### src/rtl/fft_pkg.sv
// Shared definitions for the 16-point FFT: sizes, state encoding and the
// bit-reverse helper used to map stream order onto decimation-in-time order.
package fft_pkg;

  localparam int N_POINTS = 16;
  localparam int LOG2N    = 4;
  localparam int DATA_W   = 16;

  // Loader state encoding: FILL collects samples, FULL holds a complete frame.
  typedef enum logic {
    FILL = 1'b0,
    FULL = 1'b1
  } loader_state_e;

  // Reverse the LOG2N bits of a sample index (index 1 -> 8, 3 -> 12, 6 -> 6).
  function automatic logic [LOG2N-1:0] bitrev(input logic [LOG2N-1:0] idx);
    logic [LOG2N-1:0] rev;
    rev = {LOG2N{1'b0}};
    for (int b = 0; b < LOG2N; b++) begin
      rev[b] = idx[LOG2N-1-b];
    end
    return rev;
  endfunction

endpackage

### src/rtl/fft_bitrev_addr.sv
// Combinational LOG2N-bit index reverser; shared with the output reorder stage.
module fft_bitrev_addr
  import fft_pkg::*;
(
  input  logic [LOG2N-1:0] idx,
  output logic [LOG2N-1:0] rev_idx
);

  // Pure wiring: swap bit order of the incoming index.
  always_comb begin
    rev_idx = bitrev(idx);
  end

endmodule

### src/rtl/fft_input_loader.sv
// FFT front end: takes a serial valid/ready sample stream, stores each sample
// at its bit-reversed slot, and presents the complete frame in parallel until
// the core acknowledges it.
module fft_input_loader
  import fft_pkg::*;
(
  input  logic                         i_clk,
  input  logic                         i_rst,
  input  logic                         i_flush,
  input  logic                         i_valid,
  input  logic [DATA_W-1:0]            i_re,
  input  logic [DATA_W-1:0]            i_im,
  output logic                         o_ready,
  output logic                         o_frame_valid,
  output logic [N_POINTS*DATA_W-1:0]   o_frame_re,
  output logic [N_POINTS*DATA_W-1:0]   o_frame_im,
  input  logic                         i_frame_ack,
  output logic [LOG2N:0]               o_fill_cnt
);

  localparam logic [LOG2N:0] CNT_ZERO = {(LOG2N+1){1'b0}};
  localparam logic [LOG2N:0] CNT_ONE  = (LOG2N+1)'(1);
  localparam logic [LOG2N:0] CNT_LAST = (LOG2N+1)'(N_POINTS - 1);
  localparam logic [LOG2N:0] CNT_FULL = (LOG2N+1)'(N_POINTS);

  loader_state_e      state_r;
  loader_state_e      state_next_s;
  logic [LOG2N:0]     fill_cnt_r;
  logic [LOG2N:0]     fill_next_s;
  logic               accept_s;
  logic [LOG2N-1:0]   wr_addr_s;

  logic [DATA_W-1:0]  re_r [N_POINTS];
  logic [DATA_W-1:0]  im_r [N_POINTS];

  // The low LOG2N bits of the fill count are the stream index; reversed they
  // give the storage slot.
  fft_bitrev_addr u_bitrev (
    .idx     (fill_cnt_r[LOG2N-1:0]),
    .rev_idx (wr_addr_s)
  );

  // State and fill-count registers; fill count doubles as the write counter.
  always_ff @(posedge i_clk or posedge i_rst) begin
    if (i_rst) begin
      state_r    <= FILL;
      fill_cnt_r <= CNT_ZERO;
    end else begin
      state_r    <= state_next_s;
      fill_cnt_r <= fill_next_s;
    end
  end

  // Next-state logic: flush beats accept in FILL; flush is ignored in FULL so
  // a completed frame is never discarded.
  always_comb begin
    state_next_s = state_r;
    fill_next_s  = fill_cnt_r;
    accept_s     = 1'b0;
    case (state_r)
      FILL: begin
        if (i_flush) begin
          fill_next_s = CNT_ZERO;
        end else if (i_valid) begin
          accept_s = 1'b1;
          if (fill_cnt_r == CNT_LAST) begin
            state_next_s = FULL;
            fill_next_s  = CNT_FULL;
          end else begin
            fill_next_s = fill_cnt_r + CNT_ONE;
          end
        end else begin
          fill_next_s = fill_cnt_r;
        end
      end
      FULL: begin
        if (i_frame_ack) begin
          state_next_s = FILL;
          fill_next_s  = CNT_ZERO;
        end else begin
          state_next_s = FULL;
        end
      end
      default: begin
        state_next_s = FILL;
        fill_next_s  = CNT_ZERO;
      end
    endcase
  end

  // Sample storage: written only on an accepted handshake, so contents are
  // frozen in FULL and persist after the ack until overwritten.
  always_ff @(posedge i_clk or posedge i_rst) begin
    if (i_rst) begin
      for (int i = 0; i < N_POINTS; i++) begin
        re_r[i] <= {DATA_W{1'b0}};
        im_r[i] <= {DATA_W{1'b0}};
      end
    end else if (accept_s) begin
      re_r[wr_addr_s] <= i_re;
      im_r[wr_addr_s] <= i_im;
    end
  end

  // Flatten slot storage onto the parallel frame buses.
  for (genvar k = 0; k < N_POINTS; k++) begin : g_pack
    assign o_frame_re[k*DATA_W +: DATA_W] = re_r[k];
    assign o_frame_im[k*DATA_W +: DATA_W] = im_r[k];
  end

  assign o_ready       = (state_r == FILL);
  assign o_frame_valid = (state_r == FULL);
  assign o_fill_cnt    = fill_cnt_r;

endmodule
### config.mk
export PLATFORM = sky130hd
export DESIGN_NAME = fft_input_loader
export DESIGN_NICKNAME = d
export VERILOG_FILES = /design/src/rtl/fft_pkg.sv /design/src/rtl/fft_bitrev_addr.sv /design/src/rtl/fft_input_loader.sv
export SDC_FILE = /design/constraint.sdc
export NUM_CORES = 1
export LEC_CHECK = 0
export BUFFER_PORTS_ARGS = -buffer_cell sky130_fd_sc_hd__buf_2
export CAP_MARGIN = 20
export CORE_UTILIZATION = 40
export CTS_BUF_LIST = sky130_fd_sc_hd__clkbuf_8
export DETAILED_ROUTE_END_ITERATION = 7
export PLACE_DENSITY = 0.7
export SKIP_CTS_REPAIR_TIMING = 1
export SYNTH_ARGS = -nofsm -noshare
export SYNTH_HDL_FRONTEND = slang
export SYNTH_HIERARCHICAL = 1
export SYNTH_SLANG_ARGS = --single-unit
### constraint.sdc
create_clock -name i_clk -period 18.9 [get_ports i_clk]
set_input_delay 1.89 -clock i_clk [delete_from_list [all_inputs] [get_ports i_clk]]
set_output_delay 1.89 -clock i_clk [all_outputs]
set_load 0.01 [all_outputs]
; ---- After elaboration in Yosys (flattened, before gate mapping)
; Index checks and enable logic that the tools add are counted.
[op_classes]
addsub = 1
magnitude_cmp = 2
bitwise_logic = 2
mux = 17
n_eq_ne = 3
reduce_logical = 2
[op_table]
columns = op, n
row1 = bitwise mux 256 bit, 2
row2 = demux 16 bit (select 4 bit), 1
row3 = 2-to-1 mux 5 bit, 4
row4 = 2-to-1 mux 16 bit, 1
row5 = case mux 5 bit (2 select lines), 1
row6 = 2-to-1 mux 1 bit, 7
row7 = adder 5 x 1 -> 5 bit (second input constant), 1
row8 = == test 5 x 4 -> 1 bit (second input constant), 1
row9 = >= comparator 5 bit (second input constant), 1
row10 = < comparator 5 x 1 -> 1 bit (second input constant), 1
row11 = inverter 4 -> 5 bit, 1
row12 = inequality test 3 bit (second input constant), 1
row13 = inequality test 2 bit (second input constant), 1
row14 = case mux 1 bit (2 select lines), 1
row15 = AND reduction 2 bit, 1
row16 = logical AND 1 bit, 1
row17 = inverter 1 bit, 1
[word_totals]
in_bits = 37
out_inout_bits = 519
elab_cells = 61
ff_bits = 518

; ---- Longest topological paths before layout
[depth]
ltp_word = 6
mapped_depth = 6
ltp_nobuf = 6

; ---- By module
; Netlist, hierarchy kept.
[by_module_without_submodules]
columns = mod, seq_area_each_um2, n_inst, cells_per_inst, area_each_um2
row1 = fft_input_loader, 12962.4, 1, 1170, 19555.0
row2 = fft_bitrev_addr, 0.0, 1, 4, 30.0

; ---- Worst setup path after synthesis
; No wires, ideal clock.
[synth_timing]
kind = input to register
from = input i_flush
to = register im_r (netlist bit o_frame_im[16])
path_buffers = 2
t_arrival_ns = 3.475
setup_time_ns = 0.125
path_slack_ns = 15.300
cell_stages = 5
required_ns = 18.775
path_cell_list = or4b_4 > or4b_1 > buf_2 > buf_6 > mux2_4
[synth_between]
elab_chain_len = 2
[synth_rtl]
columns = item, line_no
row1 = "start, declared", fft_input_loader.sv:9  ; input logic i_flush,
row2 = 2-to-1 mux 1 bit, fft_input_loader.sv:62  ; if (i_flush) begin
row3 = 2-to-1 mux 1 bit, fft_input_loader.sv:60  ; case (state_r)
row4 = "end signal, assigned by index", fft_input_loader.sv:97  ; im_r[i] <= {DATA_W{1'b0}};
row5 = "end signal, assigned by index", fft_input_loader.sv:101  ; im_r[wr_addr_s] <= i_im;
row6 = "end, declared", fft_input_loader.sv:34  ; logic [DATA_W-1:0] im_r [N_POINTS];
; Every way passes these cells.
; A chain may end at the register's enable or synchronous reset.

; ---- Worst setup path after layout
[layout_timing]
from = input i_flush
to = register re_r (netlist bit o_frame_re[56])
[layout_between]
elab_chain_len = 2
[layout_rtl]
columns = item, line_no
row1 = 2-to-1 mux 1 bit, fft_input_loader.sv:62
row2 = 2-to-1 mux 1 bit, fft_input_loader.sv:60
row3 = "end signal, assigned by index", fft_input_loader.sv:96  ; re_r[i] <= {DATA_W{1'b0}};
row4 = "end signal, assigned by index", fft_input_loader.sv:100  ; re_r[wr_addr_s] <= i_re;
row5 = "end, declared", fft_input_loader.sv:33  ; logic [DATA_W-1:0] re_r [N_POINTS];
; Every way passes these cells.

==> results.py <==
metrics = {
    "floorplanning": {
        "core-area_sq_um": 48000,
        "fp.dieW_um": 223,
        "start_util": 0.408,
        "io_pins": 556,
        "dieArea_sq_um": 49900,
        "rows": 80,
        "die_h_um": 223,
    },
    "detailed_routing": {
        "drt-total-wl_mm": 55.9,
        "first_pass_iters": 4,
        "ant_nets": 0,
        "vias": 12300,
        "wl_per_cell_um": 23.0,
        "vias_per_cell": 5.05,
        "drc_errors": 0,
        "drt_iter0_markers": 544,
    },
    "cts": {
        "cts_tree": "built",
        "cts.clk_slew.worst_paths_ns": 0.06,
        "cts_sinks": 518,
        "cts_buffers": 87,
        "clock_latency_ns": 0.66,
        "cts_root_buffer": "clkbuf_8",
        "cts_max_path_buffers": 3,
        "cts_max_level": 3,
    },
    "synthesis": {
        "yosys_warnings": 6,
        "yosysMostFrequentCell": "dfrtp_1",
        "synthFlopType": "dfrtp_1",
        "netlist_area_sq_um": 19600,
        "yosys_register_bits": 518,
        "yosys.area.top_type": "dfrtp_1",
        "yosys.area.top_type_share": 0.662,
        "synth_enable_flop_cells": 0,
        "synth_nets": 1213,
        "synth.avg_cell_area_sq_um": 16.7,
        "synthArstFlopShare": 1.00,
        "synth_cell_types": 34,
        "synthTopCellsByArea": "dfrtp_1 66%, mux2_2 28%, mux2_4 2.3%",
        "synthTopCellsByCount": "518 x dfrtp_1, 482 x mux2_2, 53 x clkbuf_1",
        "synth-seq-area-share": 0.662,
        "syn_inst": 1174,
    },
    "critical_path": {
        "cp.required_ns": 19.44,
        "crit_type": "in -> reg",
        "max_stage_delay_ns": 0.78,
        "cp_top_family": "simple AND/OR/NAND/NOR gates",
        "crit_path_end_kind": "register",
        "cp_max_fo": 22,
        "critPathArrivalTime_ns": 4.30,
        "start_kind": "input pin",
        "cp_num_buf_inv": 2,
        "crit_slowest_cell": "nor3_2",
        "path_cells": "buf_2, or4b_4, nor3_2, buf_4, mux2_2",
    },
    "grt": {
        "gr-total-overflow": 0,
        "grt.total_usage": 0.224,
        "grt_pass1_wl_mm": 82.6,
        "grt_max_degree": 172,
        "grt_pass1_vias": 12900,
        "antenna_found_initial": 2,
    },
    "finish": {
        "nFillCells": 4073,
        "final_cell_count_no_fill": 2427,
        "synthToLayoutAreaGrowth_pct": 26.7,
        "design_area_sq_um": 24800,
        "fin_nets": 1785,
        "drive_gt1_frac": 0.681,
    },
    "timing": {
        "min_period_ns": 3.77,
        "hold_violations": 0,
        "finalCritPeriodShare": 0.199,
        "fmax_ghz": 0.265,
        "slew-limit-headroom": 0.270,
        "worst_slew_pin_slew_ns": 1.09,
        "fin_worst_skew_ns": 0.0164,
        "maxSlewViolCount": 0,
        "rsz0062_at_grt": "no",
        "setup-tns-final_ns": 0,
        "setup_ws_ns": 15.13,
        "setup_viol": 0,
        "fin_hold_ws_ns": 0.497,
    },
    "place": {
        "place_area_sq_um": 23000,
        "dp_cells": 2269,
        "place_ws_ns": 14.16,
        "place_congestion": 0.799,
        "numPortBuffers": 555,
        "hpwl_mm": 37.1,
    },
    "worst_hold_path": {
        "holdCritPathClass": "reg -> reg",
    },
    "power_and_ir_drop": {
        "cellLeakagePower_uw": 0.0139,
        "p_per_area_nw_per_um2": 105,
        "ir_drop_mv": 0.0620,
    },
    "outcome": {
        "run_status": "completed",
    },
    "job": {
        "maxCapViolations": 0,
    },
}
## final timing paths
path,cells past startpoint,start,slack (ns),end
setup / recovery,5,i_flush,15.13,o_frame_re[56]
hold / removal,1,o_frame_im[251],0.50,o_frame_im[251]
setup reg to reg,4,o_frame_valid,15.97,o_frame_re[56]
hold reg to reg,1,o_frame_im[251],0.50,o_frame_im[251]
max in group asynchronous,5,i_rst,15.29,o_frame_im[236]
min in group asynchronous,2,i_rst,1.43,o_frame_im[29]
## cell families after synthesis
kind of cell,count (synthesis),synth area share
and+or+nand+nor,39,0.0123
DFF,518,0.662
buffers and inverters,93,0.0208
AOI/OAI and AO/OA,10,0.00364
muxes,512,0.300
adders and majority gates,2,0.00128
## area by class of cell
class / count / area (sq um) / share of cell area
sequential: 518 / 13000 / 0.522
tap: 615 / 769 / 0.0310
multi-input combinational: 563 / 6290 / 0.254
inverter: 4 / 22.5 / 0.000908
clock inverter: 44 / 268 / 0.0108
timing repair buffer: 572 / 2980 / 0.120
antenna: 1 / 2.50 / 0.000101
clock buffer: 110 / 1510 / 0.0610
## registers in the layout, indices dropped and copies added, names as in the netlist
signal         cells
o_frame_im       256
o_frame_valid      1
o_fill_cnt         5
o_frame_re       256
## where the power goes
| group | switching (uW) | internal, uW |
|---|---|---|
| combinational | 186 | 149 |
| clock | 452 | 553 |
| sequential | 49.7 | 1210 |
## cells in the final DEF (no fill, tap or decap), types with 2 or more instances in the layout
| master | Yosys | layout |
|---|---|---|
| a22o_1 | 2 | 2 |
| buf_12 | 0 | 3 |
| buf_16 | 0 | 2 |
| buf_2 | 17 | 555 |
| buf_4 | 4 | 12 |
| bufinv_16 | 0 | 2 |
| clkbuf_8 | 0 | 110 |
| clkinv_2 | 0 | 11 |
| clkinvlp_4 | 0 | 3 |
| dfrtp_1 | 518 | 518 |
| ha_1 | 2 | 2 |
| inv_1 | 4 | 27 |
| inv_6 | 0 | 2 |
| inv_8 | 0 | 3 |
| mux2_2 | 482 | 482 |
| mux2_4 | 30 | 30 |
| nand2_1 | 6 | 2 |
| nand2_2 | 0 | 4 |
| nand3_1 | 4 | 2 |
| nand3_2 | 0 | 2 |
| nand3b_1 | 2 | 2 |
| nor2_1 | 8 | 3 |
| nor2_4 | 0 | 5 |
| nor3_2 | 0 | 2 |
| nor4b_1 | 4 | 3 |
| nor4bb_1 | 2 | 2 |
| o21ai_0 | 2 | 2 |
| or2_2 | 2 | 2 |
| or4b_4 | 1 | 2 |
## per-layer routing
metal  global-route usage  routed length, um
met5                    0                 18
met4               0.0879               1420
met3               0.0628               3720
met2                0.364              27300
met1                0.283              23500
## stage by stage
| step | power [uW] | utilization |
|---|---|---|
| after floorplan | 1440 | - |
| after global placement | 1600 | 0.477 |
| after detailed placement | 1610 | 0.478 |
| after CTS | 2630 | 0.515 |
| after global routing | 2710 | 0.516 |
| final | 2600 | 0.516 |
No activity file was read; power rests on OpenSTA's default activity.
